**src/rtl/mdio_master.sv**
```systemverilog
// IEEE 802.3 clause-22 MDIO management master: free-running MDC divider plus a
// frame sequencer that issues one read or write frame per accepted request.
module mdio_master #(
    parameter int CLK_DIV = 20
) (
    input  logic        clk,
    input  logic        rst,
    input  logic        req_valid,
    output logic        req_ready,
    input  logic        req_write,
    input  logic [4:0]  req_phy_addr,
    input  logic [4:0]  req_reg_addr,
    input  logic [15:0] req_wdata,
    output logic        rsp_valid,
    output logic [15:0] rsp_rdata,
    output logic        rsp_err,
    output logic        busy,
    output logic        mdc,
    output logic        mdio_o,
    output logic        mdio_oe,
    input  logic        mdio_i
);

    typedef enum logic [2:0] {
        ST_IDLE,
        ST_PREAMBLE,
        ST_START,
        ST_OPCODE,
        ST_PHYAD,
        ST_REGAD,
        ST_TA,
        ST_DATA
    } state_t;

    localparam logic [7:0] DIV_LAST = 8'(CLK_DIV - 1);

    logic [7:0]  div_cnt_r;
    logic        mdc_r;
    logic        tc_s;
    logic        fall_evt_s;
    logic        rise_evt_s;

    state_t      state_r;
    logic [5:0]  bit_cnt_r;
    logic        start_pend_r;
    logic        is_read_r;
    logic [63:0] frame_r;
    logic [15:0] rd_sh_r;
    logic        ta_err_r;
    logic        mdio_o_r;
    logic        mdio_oe_r;
    logic        req_ready_r;
    logic        busy_r;
    logic        rsp_valid_r;
    logic [15:0] rsp_rdata_r;
    logic        rsp_err_r;

    // Index of the last bit of each frame field.
    function automatic logic [5:0] field_last(input state_t s);
        logic [5:0] last;
        case (s)
            ST_PREAMBLE: last = 6'd31;
            ST_START:    last = 6'd1;
            ST_OPCODE:   last = 6'd1;
            ST_PHYAD:    last = 6'd4;
            ST_REGAD:    last = 6'd4;
            ST_TA:       last = 6'd1;
            ST_DATA:     last = 6'd15;
            default:     last = 6'd0;
        endcase
        return last;
    endfunction

    // Field sequence; anything unexpected falls back to IDLE.
    function automatic state_t field_next(input state_t s);
        state_t nxt;
        case (s)
            ST_PREAMBLE: nxt = ST_START;
            ST_START:    nxt = ST_OPCODE;
            ST_OPCODE:   nxt = ST_PHYAD;
            ST_PHYAD:    nxt = ST_REGAD;
            ST_REGAD:    nxt = ST_TA;
            ST_TA:       nxt = ST_DATA;
            default:     nxt = ST_IDLE;
        endcase
        return nxt;
    endfunction

    // MDC divider: toggle mdc and wrap on terminal count.
    always_ff @(posedge clk) begin
        if (!rst) begin
            div_cnt_r <= 8'd0;
            mdc_r     <= 1'b0;
        end else if (div_cnt_r == DIV_LAST) begin
            div_cnt_r <= 8'd0;
            mdc_r     <= ~mdc_r;
        end else begin
            div_cnt_r <= div_cnt_r + 8'd1;
        end
    end

    // MDC edge strobes, aligned with the clk edge that changes mdc.
    always_comb begin
        tc_s       = (div_cnt_r == DIV_LAST);
        fall_evt_s = tc_s && mdc_r;
        rise_evt_s = tc_s && !mdc_r;
    end

    // Frame sequencer, read sampling and handshake registers.
    always_ff @(posedge clk) begin
        if (!rst) begin
            state_r      <= ST_IDLE;
            bit_cnt_r    <= 6'd0;
            start_pend_r <= 1'b0;
            is_read_r    <= 1'b0;
            frame_r      <= 64'h0;
            rd_sh_r      <= 16'h0000;
            ta_err_r     <= 1'b0;
            mdio_o_r     <= 1'b1;
            mdio_oe_r    <= 1'b0;
            req_ready_r  <= 1'b1;
            busy_r       <= 1'b0;
            rsp_valid_r  <= 1'b0;
            rsp_rdata_r  <= 16'h0000;
            rsp_err_r    <= 1'b0;
        end else begin
            rsp_valid_r <= 1'b0;

            if (rise_evt_s && is_read_r) begin
                if (state_r == ST_TA && bit_cnt_r == 6'd1) begin
                    ta_err_r <= mdio_i;
                end else if (state_r == ST_DATA) begin
                    rd_sh_r <= {rd_sh_r[14:0], mdio_i};
                end
            end

            case (state_r)
                ST_IDLE: begin
                    if (start_pend_r) begin
                        // First bit waits for a fall event after the acceptance edge.
                        if (fall_evt_s) begin
                            start_pend_r <= 1'b0;
                            state_r      <= ST_PREAMBLE;
                            bit_cnt_r    <= 6'd0;
                            mdio_oe_r    <= 1'b1;
                            mdio_o_r     <= frame_r[63];
                            frame_r      <= {frame_r[62:0], 1'b0};
                        end
                    end else if (!req_ready_r) begin
                        req_ready_r <= 1'b1;
                        busy_r      <= 1'b0;
                    end else if (req_valid) begin
                        req_ready_r  <= 1'b0;
                        busy_r       <= 1'b1;
                        start_pend_r <= 1'b1;
                        is_read_r    <= !req_write;
                        frame_r      <= {32'hFFFF_FFFF, 2'b01,
                                         (req_write ? 2'b01 : 2'b10),
                                         req_phy_addr, req_reg_addr, 2'b10,
                                         (req_write ? req_wdata : 16'hFFFF)};
                    end
                end
                default: begin
                    if (fall_evt_s) begin
                        frame_r <= {frame_r[62:0], 1'b0};
                        if (bit_cnt_r == field_last(state_r)) begin
                            bit_cnt_r <= 6'd0;
                            state_r   <= field_next(state_r);
                        end else begin
                            bit_cnt_r <= bit_cnt_r + 6'd1;
                        end

                        if (state_r == ST_DATA && bit_cnt_r == 6'd15) begin
                            mdio_oe_r   <= 1'b0;
                            mdio_o_r    <= 1'b1;
                            rsp_valid_r <= 1'b1;
                            if (is_read_r) begin
                                rsp_rdata_r <= rd_sh_r;
                                rsp_err_r   <= ta_err_r;
                            end
                        end else if (is_read_r && state_r == ST_REGAD && bit_cnt_r == 6'd4) begin
                            // Release the line to the PHY for turnaround and data.
                            mdio_oe_r <= 1'b0;
                            mdio_o_r  <= 1'b1;
                        end else if (mdio_oe_r) begin
                            mdio_o_r <= frame_r[63];
                        end else begin
                            mdio_o_r <= 1'b1;
                        end
                    end
                end
            endcase
        end
    end

    assign mdc       = mdc_r;
    assign mdio_o    = mdio_o_r;
    assign mdio_oe   = mdio_oe_r;
    assign req_ready = req_ready_r;
    assign busy      = busy_r;
    assign rsp_valid = rsp_valid_r;
    assign rsp_rdata = rsp_rdata_r;
    assign rsp_err   = rsp_err_r;

endmodule

```
**config.mk**
```make
export PLATFORM = sky130hd
export DESIGN_NAME = mdio_master
export DESIGN_NICKNAME = d
export VERILOG_FILES = /design/src/rtl/mdio_master.sv
export SDC_FILE = /design/constraint.sdc
export NUM_CORES = 1
export LEC_CHECK = 0
export CORE_UTILIZATION = 47
export CTS_BUF_LIST = sky130_fd_sc_hd__clkbuf_8
export CTS_CLUSTER_SIZE = 28
export DETAILED_ROUTE_END_ITERATION = 8
export GPL_TIMING_DRIVEN = 1
export PLACE_DENSITY = 0.73
export RECOVER_POWER = 100
export SLEW_MARGIN = 20
export SYNTH_ARGS = -nofsm -noshare
export SYNTH_HDL_FRONTEND = slang
export SYNTH_SLANG_ARGS = --single-unit
```
**constraint.sdc**
```tcl
create_clock -name clk -period 2.7 [get_ports clk]
set_clock_uncertainty 0.05 [all_clocks]
set_input_delay 0.54 -clock clk [delete_from_list [all_inputs] [get_ports clk]]
set_output_delay 0.54 -clock clk [all_outputs]
set_load 0.01 [all_outputs]
```
==> results.cfg, run 1 <==
[route]
drcViolationCount = 0
drtIter0Drc = 286
route.vias.total = 4478
antenna_left = 0
drt_wl_total_um = 11400
dr.pass1.iters = 4
wl_per_cell_um = 14.4
via_count_normalized_by_instance_count = 5.66

[critical_path]
worstSetupStartpointType = register
critPathMaxFanout = 17
worstSetupStartpoint = state_r[2]
worstPathArrival_ns = 2.74
cp_slowest_cell = nor4_1
timing_worst_setup_path_type = register to register
timing.rr.start = state_r[2]
cp_cell_sequence = nor4_1 -> buf_4 -> nor2_1 -> clkbuf_1 -> o311a_1
critical_path.top_delay_family = simple AND/OR/NAND/NOR gates
worstPathRequired_ns = 2.96
kind_of_end_point_of_the_critical_path = register
critPathBufInv = 2
cpPeakStageDelay_ns = 0.81

[timing]
timing.final.max_slew_violations = 0
timing.setup.tns_ns = 0
fin_crit_sh_pct = 91.6
postLayoutSetupSlackWorst_ns = 0.226
max_slew.worst_pin.slew_ns = 0.894
maxClockFrequency_mhz = 404
rsz_0062_raised_after_global_routing = no
setup_viol_count_final = 0
hold_violations = 0
period_minus_slack_ns = 2.47
slew-limit-headroom_pct = 39.9

[floorplan]
core_region_area_um2 = 10400
die_w_um = 106
die_area_um2 = 11200
start_util_pct = 48.8
io-pin-count = 54
die_extent_in_y_um = 106
num_rows = 37

[clocking]
cts.reportedPaths.clkPinSlew_ns = 0.08
cts-buffers-inserted = 17
cts_setup_buffers = 0
hold_buffers = 0
clock_sinks = 123
cts_tree = done
cts-root-to-sink-buffers = 2
cell_at_the_root_of_the_clock_tree = clkbuf_8
insertion_delay_ns = 0.43
clock_tree.htree_level_count = 4
post_cts_resized = 0

[synth]
postSynthRegisterBits = 123
yosysTopAreaCellShare_pct = 48.6
synthesis.area_um2 = 5060
yosysUniqueCellTypes = 51
yosys-top-cells-count = 123 x dfxtp_1, 117 x nand2_1, 51 x nor2_1
synth_top_area_cell = dfxtp_1
postSynth.asyncResetShare_pct = 0
ys_top_cells_by_area = dfxtp_1 49%, nand2_1 8.7%, a21oi_1 4.3%, mux2i_1 4.0%, nor2_1 3.8%
seq_area_frac_synth_pct = 48.6
yosysMostFrequentCell = dfxtp_1
postSynthCellCount = 598
synth_area_per_cell_um2 = 8.47
postSynth.topFlopCell = dfxtp_1
postSynthNetCount = 633
ys.warnings.count = 0
synth_enable_flop_cells = 0

[final_layout]
area_occupied_by_multi_input_gates_um2 = 2360
antenna_cells_inserted = 0
finish.net_count = 677
layout.area.seq_um2 = 2460
final_layout_size_suffix_gt1_share_pct = 8.24
final.fill_count = 948
synthToLayoutAreaGrowth_pct = 19.6

[job]
maxCapViolCount = 0

[min_path]
min-delay-path-class = register to register
holdCritStartpoint = frame_r[59]

[outcome]
status = complete, no violations

[grt]
via_count_of_the_first_global_routing_pass = 4216
grt_antenna_before_repair = 0
grt_pass1_wl_um = 19200
grt_max_degree = 36
track_usage_pct = 21.2
globalRoute.totalOverflow = 0

[placed_design]
dpl_worst_slack_ns = 0.319
io_buffer_count = 53
gp_routability_congestion = 0.819
detailedPlacementHpwl_um = 7330

[power_and_ir_drop]
largest_vdd_supply_drop_mv = 0.468
power.density_nw_per_um2 = 654
p_leak_nw = 2.44
==> layout by cell type (no fill, tap or decap), types with 4 or more instances in the layout <==
master	Yosys	final
clkdlybuf4s50_1	0	30
o21ai_0	38	38
inv_6	0	4
mux2i_1	20	20
nor2_1	51	51
nor4_1	5	6
clkbuf_2	1	7
buf_4	1	10
o221ai_1	16	16
dfxtp_1	123	123
ha_1	4	4
o311a_1	10	10
dlygate4sd3_1	0	23
clkbuf_8	0	17
a21oi_1	44	44
a22oi_1	17	17
nand3_1	17	17
inv_1	5	5
nor3_1	14	14
and3_1	14	14
clkinv_4	0	4
nand2_1	117	118
xor2_1	5	5
a31oi_1	18	18
==> stage by stage <==
stage,power [mW],cell area (µm²),hold WS (ns),utilization [%],cells
CTS,3.99,6100,0.394,58.9,791
detailed placement,2.36,5700,0.382,55.0,759
global placement,2.35,5700,0.376,55.0,759
floorplan,2.24,5060,0.368,-,598
finish,3.96,6060,0.391,58.4,791
global route,4.13,6060,0.418,58.4,791
==> sequential cells by signal (all words and copies together) (netlist names), 3 cells and up <==
| name | count |
|---|---|
| div_cnt_r | 8 |
| rd_sh_r | 16 |
| rsp_rdata | 16 |
| frame_r | 64 |
| state_r | 3 |
| bit_cnt_r | 6 |
==> power by group <==
| group | internal [mW] | switching, mW | leakage [nW] |
|---|---|---|---|
| sequential | 1.93 | 0.0679 | 1.01 |
| clock | 0.839 | 0.804 | 0.197 |
| combinational | 0.148 | 0.174 | 1.24 |
==> logic make-up (layout without fill, tap and decap cells) <==
family | Yosys count | after routing | synth area share [%]
buffers and inverters | 52 | 109 | 4.40
xor gates and xnor gates | 7 | 7 | 1.21
DFF | 123 | 123 | 48.6
and+or+nand+nor | 238 | 238 | 21.4
muxes | 20 | 20 | 3.95
adders and majority gates | 4 | 4 | 0.988
AOI/OAI and AO/OA | 154 | 154 | 19.4
==> area by class of cell <==
cell class | count | area share, %
well taps | 136 | 2.81
multi-input cells | 423 | 38.9
clock inverters | 15 | 2.77
flip-flops and latches | 123 | 40.6
clock buffers | 17 | 3.86
repair buffers | 72 | 10.7
inverters | 5 | 0.310
==> worst reg2reg max path: cells and delay by family (launching register included) <==
family / cells / cell delay, ns
DFF: 1 / 0.43
and+or+nand+nor: 2 / 0.92
buffers and inverters: 2 / 0.63
AOI/OAI and AO/OA: 1 / 0.35
==> path summary, 6_finish.rpt <==
kind                 endpoint  slack (ns)  depth (start not counted)
setup / recovery  frame_r[25]        0.23                          5
setup reg to reg  frame_r[25]        0.23                          5
hold reg to reg   frame_r[60]        0.39                          2
hold / removal    frame_r[60]        0.39                          2
==> per-layer routing <==
layer / global-route usage (%) / share of wire [%]
met4: 9.72 / 2.1
met1: 26.9 / 47
met2: 34.4 / 47
met3: 4.89 / 4.8
met5: 0 / 0
Power figures use the tool's default switching activity.
==> inputs of run 2 (changes only) <==
--- a/config.mk
+++ b/config.mk
@@ -10,7 +10,7 @@
 export CTS_CLUSTER_SIZE = 28
 export DETAILED_ROUTE_END_ITERATION = 8
 export GPL_TIMING_DRIVEN = 1
-export PLACE_DENSITY = 0.73
+export PLACE_DENSITY = 0.76
 export RECOVER_POWER = 100
 export SLEW_MARGIN = 20
 export SYNTH_ARGS = -nofsm -noshare
==> constraint.sdc (replaced) <==
create_clock -name clk -period 2.2 [get_ports clk]
set_clock_uncertainty 0.05 [all_clocks]
set_input_delay 0.44 -clock clk [delete_from_list [all_inputs] [get_ports clk]]
set_output_delay 0.44 -clock clk [all_outputs]
set_load 0.01 [all_outputs]
==> results.cfg, run 2 (synthesis gave the netlist of run 1 again) <==
[grt]
globalRoute.totalOverflow = 0
via_count_of_the_first_global_routing_pass = 4315
grt_max_degree = 39
grt_antenna_before_repair = 0
track_usage_pct = 22.1
grt_pass1_wl_um = 19800

[timing]
period_minus_slack_ns = 2.12
hold_violations = 0
maxClockFrequency_mhz = 472
setup_viol_count_final = 0
postLayoutSetupSlackWorst_ns = 0.0833
rsz_0062_raised_after_global_routing = no
max_slew.worst_pin.slew_ns = 0.524
slew-limit-headroom_pct = 65.1
timing.setup.tns_ns = 0
fin_crit_sh_pct = 96.2
timing.final.max_slew_violations = 0

[route]
drt_wl_total_um = 11700
wl_per_cell_um = 14.6
drcViolationCount = 0
route.vias.total = 4541
antenna_left = 0
via_count_normalized_by_instance_count = 5.66
dr.pass1.iters = 4
drtIter0Drc = 268

[floorplan]
start_util_pct = 48.8
die_extent_in_y_um = 106
num_rows = 37
io-pin-count = 54
core_region_area_um2 = 10400
die_w_um = 106
die_area_um2 = 11200

[final_layout]
final.fill_count = 925
finalCoreUtilization_pct = 59.9
layout.cells.most_common_list = 122 x dfxtp_1, 116 x nand2_1, 51 x nor2_1
final_design_area_excluding_fillers_um2 = 6210
antenna_cells_inserted = 0
synthToLayoutAreaGrowth_pct = 22.7
final_layout_size_suffix_gt1_share_pct = 10.4
top_register = frame_r
largest_reg_flops = 64
finish.net_count = 688
layout.cells.most_common = dfxtp_1
fin_cells = 802

[placed_design]
detailedPlacementHpwl_um = 7830
io_buffer_count = 53
dpl_worst_slack_ns = 0.0687
placed_cells_incl_taps = 770
dpl_cell_area_um2 = 5820
gp_routability_congestion = 0.889

[critical_path]
kind_of_end_point_of_the_critical_path = register
timing_worst_setup_path_type = register to register
worstPathArrival_ns = 2.39
worstPathRequired_ns = 2.48
worstSetupStartpointType = register
critPathMaxFanout = 30

[clocking]
clock_sinks = 123
cts_setup_buffers = 0
cell_at_the_root_of_the_clock_tree = clkbuf_8
post_cts_resized = 0
cts-root-to-sink-buffers = 2
clock_tree.htree_level_count = 4
cts.reportedPaths.clkPinSlew_ns = 0.08
cts_tree = done
hold_buffers = 0
insertion_delay_ns = 0.43
cts-buffers-inserted = 17

[job]
maxCapViolCount = 0

[power_and_ir_drop]
sequentialPowerShare_pct = 49.1
power.density_nw_per_um2 = 804
power.clock.fraction_pct = 42.6
p_leak_nw = 2.52
power.switching_mw = 1.24
largest_vdd_supply_drop_mv = 0.573
internal_power_mw = 3.75
swShare_pct = 24.9
comb_power_share_pct = 8.3

[outcome]
status = complete, no violations

[min_path]
min-delay-path-class = register to register
==> run 2: cell count changes in the layout (fill, tap and decap cells not counted), moves of 2 or more <==
cell	change
clkbuf_8	+2
nand2_1	-2
inv_6	-2
buf_2	+2
clkinv_2	+3
clkbuf_1	+2
buf_12	+2
nand2_2	+2
clkbuf_2	-2
clkinvlp_4	-2
buf_4	+5
==> run 2: final timing paths <==
path                      from           end  slack (ns)  cells past startpoint
setup reg to reg    state_r[2]    frame_r[0]        0.08                      5
setup / recovery    state_r[2]    frame_r[0]        0.08                      5
hold reg to reg   div_cnt_r[0]  div_cnt_r[0]        0.38                      1
hold / removal    div_cnt_r[0]  div_cnt_r[0]        0.38                      1
==> run 2: critical path, stage by stage (launching register included) <==
cell and delay [ns]:
dfxtp_1 0.44, or4_4 0.60, nor2_1 0.18, buf_2 0.47, nand3b_1 0.14, o211a_1 0.14
==> run 2: layout make-up <==
class | count | area, µm² | share of cell area, %
multi-input combinational | 423 | 2380 | 38.3
clock inverter | 13 | 165 | 2.66
timing repair buffer | 83 | 752 | 12.1
tap | 136 | 170 | 2.74
sequential | 123 | 2460 | 39.7
inverter | 5 | 18.8 | 0.302
clock buffer | 19 | 262 | 4.21
==> run 2: per-layer routing <==
layer  wire length [µm]  up-vias  track usage, %
met2               5860      134            37.4
met5                  0        -               0
met1               5070     2145            26.5
li1                   -     2237               -
met3                571       25            5.32
met4                241        0            9.62
==> run 2: power by group through the flow <==
stage	sequential, mW	combinational [mW]	clock, mW
final	2.45	0.412	2.13
after CTS	2.45	0.420	2.16
after floorplan	2.48	0.270	0
after global placement	2.49	0.400	0
after global routing	2.47	0.456	2.26
after detailed placement	2.50	0.417	0
==> run 2: through the flow <==
stage | hold WS, ns | power, mW
after floorplan | 0.368 | 2.75
after global placement | 0.378 | 2.89
after detailed placement | 0.386 | 2.92
after CTS | 0.396 | 5.03
after global routing | 0.412 | 5.19
final | 0.378 | 4.99
